[config.mk]
export PLATFORM = sky130hd
export DESIGN_NAME = ifu_axi_fetch_bridge
export DESIGN_NICKNAME = d
export VERILOG_FILES = /design/src/rtl/ifu_axi_fetch_bridge.sv
export SDC_FILE = /design/constraint.sdc
export NUM_CORES = 1
export LEC_CHECK = 0
export BUFFER_PORTS_ARGS = -buffer_cell sky130_fd_sc_hd__buf_2
export CAP_MARGIN = 20
export CORE_UTILIZATION = 35
export DETAILED_ROUTE_END_ITERATION = 10
export GPL_TIMING_DRIVEN = 0
export PLACE_DENSITY = 0.71
export SLEW_MARGIN = 10
export SYNTH_ARGS = -nofsm -noshare
export SYNTH_HDL_FRONTEND = slang
export SYNTH_SLANG_ARGS = --single-unit
export TNS_END_PERCENT = 1
[constraint.sdc]
create_clock -name clk -period 5 [get_ports clk]
set_input_delay 1 -clock clk [delete_from_list [all_inputs] [get_ports clk]]
set_output_delay 1 -clock clk [all_outputs]
set_load 0.02 [all_outputs]
[src/rtl/ifu_axi_fetch_bridge.sv]
// Fetch-port to AXI4-Lite read bridge: one AR/R transaction per fetch request and a
// one-cycle response pulse. Misaligned requests are answered locally with an error.
module ifu_axi_fetch_bridge #(
   parameter int unsigned TIMEOUT_CYCLES = 1024,
   parameter logic [2:0]  ARPROT_VAL     = 3'b100
) (
   input  logic        clk,
   input  logic        rst,
   input  logic [31:0] i_addr,
   input  logic        i_addr_valid,
   output logic        i_rdata_valid,
   output logic [31:0] i_rdata,
   output logic        i_rerr,
   output logic [31:0] m_araddr,
   output logic        m_arvalid,
   input  logic        m_arready,
   output logic [2:0]  m_arprot,
   input  logic [31:0] m_rdata,
   input  logic [1:0]  m_rresp,
   input  logic        m_rvalid,
   output logic        m_rready,
   output logic        fetch_timeout
);

   typedef enum logic [1:0] {StIdle, StAddr, StData, StDone} state_e;

   state_e      state_q, state_d;
   logic [31:0] araddr_q, araddr_d;
   logic [31:0] rdata_q, rdata_d;
   logic        rerr_q, rerr_d;
   logic [31:0] wd_cnt_q;
   logic        timeout_q;
   logic        busy;

   // Only the upper response bit distinguishes an error (SLVERR/DECERR).
   logic unused_rresp_lsb;
   assign unused_rresp_lsb = m_rresp[0];

   always_comb begin
      state_d  = state_q;
      araddr_d = araddr_q;
      rdata_d  = rdata_q;
      rerr_d   = rerr_q;
      case (state_q)
         StIdle: begin
            if (i_addr_valid) begin
               if (i_addr[1:0] == 2'b00) begin
                  araddr_d = i_addr;
                  state_d  = StAddr;
               end else begin
                  rdata_d = '0;
                  rerr_d  = 1'b1;
                  state_d = StDone;
               end
            end
         end
         StAddr: begin
            if (m_arready) state_d = StData;
         end
         StData: begin
            if (m_rvalid) begin
               rdata_d = m_rdata;
               rerr_d  = m_rresp[1];
               state_d = StDone;
            end
         end
         StDone:  state_d = StIdle;
         default: state_d = StIdle;
      endcase
   end

   always_ff @(posedge clk) begin
      if (rst) begin
         state_q  <= StIdle;
         araddr_q <= '0;
         rdata_q  <= '0;
         rerr_q   <= 1'b0;
      end else begin
         state_q  <= state_d;
         araddr_q <= araddr_d;
         rdata_q  <= rdata_d;
         rerr_q   <= rerr_d;
      end
   end

   assign busy = (state_q == StAddr) || (state_q == StData);

   // Watchdog only observes; a stalled transaction is left to complete.
   always_ff @(posedge clk) begin
      if (rst) begin
         wd_cnt_q  <= '0;
         timeout_q <= 1'b0;
      end else begin
         if (!busy) begin
            wd_cnt_q <= '0;
         end else if (wd_cnt_q != TIMEOUT_CYCLES) begin
            wd_cnt_q <= wd_cnt_q + 32'd1;
         end
         if ((TIMEOUT_CYCLES != 0) && (wd_cnt_q == TIMEOUT_CYCLES)) begin
            timeout_q <= 1'b1;
         end
      end
   end

   assign i_rdata_valid = (state_q == StDone);
   assign i_rdata       = rdata_q;
   assign i_rerr        = rerr_q;
   assign m_araddr      = araddr_q;
   assign m_arvalid     = (state_q == StAddr);
   assign m_rready      = (state_q == StData);
   assign m_arprot      = ARPROT_VAL;
   assign fetch_timeout = timeout_q;

endmodule

==> metrics.cfg <==
[power_and_ir_drop]
worst_ir_drop_vdd_v=0.000209
p_leak_nw=2.14
finalPower_mw=2.06
powerDensity_nw_per_um2=401

[worst_setup_path]
reg2reg_slack_ns=3.02
crit_required_ns=4.00
cp-end-kind=output port
critPathBufInv=2
crit_chain=inv_1 -> ha_1 -> buf_2
r2r-start=state_q[0]
criticalPathCategory=reg -> out
crit_slowest_cell=dfxtp_1
arrival_ns=1.28
r2r_cells=7
cp_max_fo=5
r2r-end=i_rdata[2]
startpoint_type=register
critical-path-top-delay-family=flip-flops
max_stage_delay_ns=0.39

[floorplan]
start_util=0.364
row_count=38
fp.dieW_um=109
die_area_um2=11800
core_area_um2=11000
chipHeight_um=109
ios=143

[timing]
worst-slew-pin-transition_ns=0.607
setup_ws_ns=2.72
rsz0062_at_grt=no
clock.fmax_mhz=438
finalSetupViolCount=0
post-route-min-period_ns=2.28
finalClockSkew_ns=0.00628
slew_headroom=0.595
fin_crit_sh=0.456
hold_ws_ns=0.453
drv_slew=0
finalHoldViolCount=0
setup_tns_ns=0

[worst_hold_path]
hp-start=m_araddr[18]
hold_path_class=reg -> reg
holdPathEnd=m_araddr[18]
hold_depth=2

[routing]
drc=0
wl_mm=10.1
drtAntennaViolNets=0
vias=3824
drtIter0Drc=433
viasPerCell=5.04
drtPass1Iterations=4
wl_per_cell_um=13.4

[cells_and_area]
fin_area_um2=5140
area_growth_syn_to_layout_pct=28.6
fin_nets=691
final_cell_mix=buf_2 (138), dfxtp_1 (100), nand2_1 (72)
diodes=0
drive_gt1_frac=0.261
utilization=0.468
final_common_cell=buf_2
finalNonFillerCells=758

[grt]
grt_max_degree=18
antenna_found_initial=0
grt_use_total=0.173
grt_pass1_vias=3467
gr-total-overflow=0
grt_first_pass_wirelength_mm=16.0

[clock_network]
clk_latency_ns=0.34
clockBufferDepth=2
htreeDepth=3
cts_tree=done
cts_resized=0
cts_setup_buffers=0
clock_sinks=100
cts-buffers-inserted=9
clk_pin_slew_worst_paths_ns=0.07
root_buffer=clkbuf_16
hold_buffers=0

[job]
max_cap_violations=0

[synthesis]
yosysTopAreaCellShare=0.501
syn_area_per_cell_um2=8.61
seq_area_frac_synth=0.501
synth_top_area_cell=dfxtp_1
synth_cell_types=36
synth_area_um2=4000
synth.area.top_cells=dfxtp_1 (50%), a21oi_1 (6.9%), nand2_1 (6.8%)
syn_inst=464
yosysWarnings=0
ys_ff_latch=100

[placement]
placed_area_um2=4860
place_congestion=0.785
port_buffers=137
hpwl_mm=7.58
dp_slack_ns=2.48
dp_cells=742

[outcome]
status=complete, no violations

==> report_power, final <==
group	switching (mW)	internal, mW	total [mW]	leakage, nW
clock	0.312	0.340	0.652	0.132
combinational	0.357	0.165	0.522	1.20
sequential	0.0330	0.851	0.884	0.808
==> cell usage after synthesis <==
cell type,number
and4_1,5
buf_4,3
nor4b_1,2
xor2_1,9
nor2b_1,2
nor3_1,3
or3_1,8
conb_1,2
dfxtp_1,100
a211oi_1,1
and3_1,6
nor2_1,49
nand2_1,72
and4_2,1
nor4_1,5
or2b_1,1
ha_1,7
nand4_1,10
nand3_1,10
and2_1,1
xnor2_1,1
o31ai_1,11
a211o_1,1
a21oi_1,55
nand2b_1,1
buf_6,1
a221oi_1,2
o21ai_0,11
or4_1,11
clkbuf_1,26
mux2i_1,1
nand4_4,2
a22oi_1,32
inv_1,9
nor3b_1,2
buf_2,1
==> kinds of logic (layout without fill, tap and decap cells) <==
group	Yosys count	in the layout	synth area share
AO/OA/AOI/OAI	113	113	0.172
AND/OR/NAND/NOR	191	191	0.236
other	2	3	0.00188
flip-flops	100	100	0.501
multiplexers	1	1	0.00250
XOR/XNOR	10	10	0.0219
buffers and inverters	40	193	0.0426
adder cells (fa/ha/maj)	7	7	0.0219
==> sequential cells by signal, indices dropped and copies added (netlist names) <==
register,count
m_araddr,32
wd_cnt_q,32
fetch_timeout,1
i_rerr,1
state_q,2
i_rdata,32
==> cell type report <==
cell class                 instances  area, um^2
tap                              140         175
buffer                            31         136
multi-input combinational        325        1830
fill                            1083        5850
inverter                           9        33.8
clock inverter                     7        51.3
sequential                       100        2000
timing repair buffer             137         686
clock buffer                       9         225
==> routing by layer <==
metal | vias to the layer above | part of all wire | GRT usage
met3 | 10 | 0.063 | 0.0412
met4 | 0 | 0.015 | 0.0734
met5 | - | 0 | 0
met1 | 1750 | 0.45 | 0.212
met2 | 127 | 0.47 | 0.288
li1 | 1937 | - | -
==> worst max-delay path by stage <==
| stage | to | cells after the start | startpoint |
|---|---|---|---|
| after global placement | i_rdata[21] | 4 | rst |
| after CTS | m_rready | 3 | state_q[0] |
| after global routing | m_rready | 3 | state_q[0] |
| after floorplan | i_rdata[0] | 5 | i_addr[0] |
| after detailed placement | m_araddr[23] | 7 | i_addr[0] |
| final | m_rready | 3 | state_q[0] |
==> worst reg2reg max path: stages (launching register included) <==
cell	delay, ns
dfxtp_1	0.39
inv_1	0.11
ha_1	0.27
nor2b_1	0.16
a211o_1	0.35
clkbuf_1	0.26
a22oi_1	0.26
nor2_1	0.07
No activity file was read; power rests on OpenSTA's default activity.
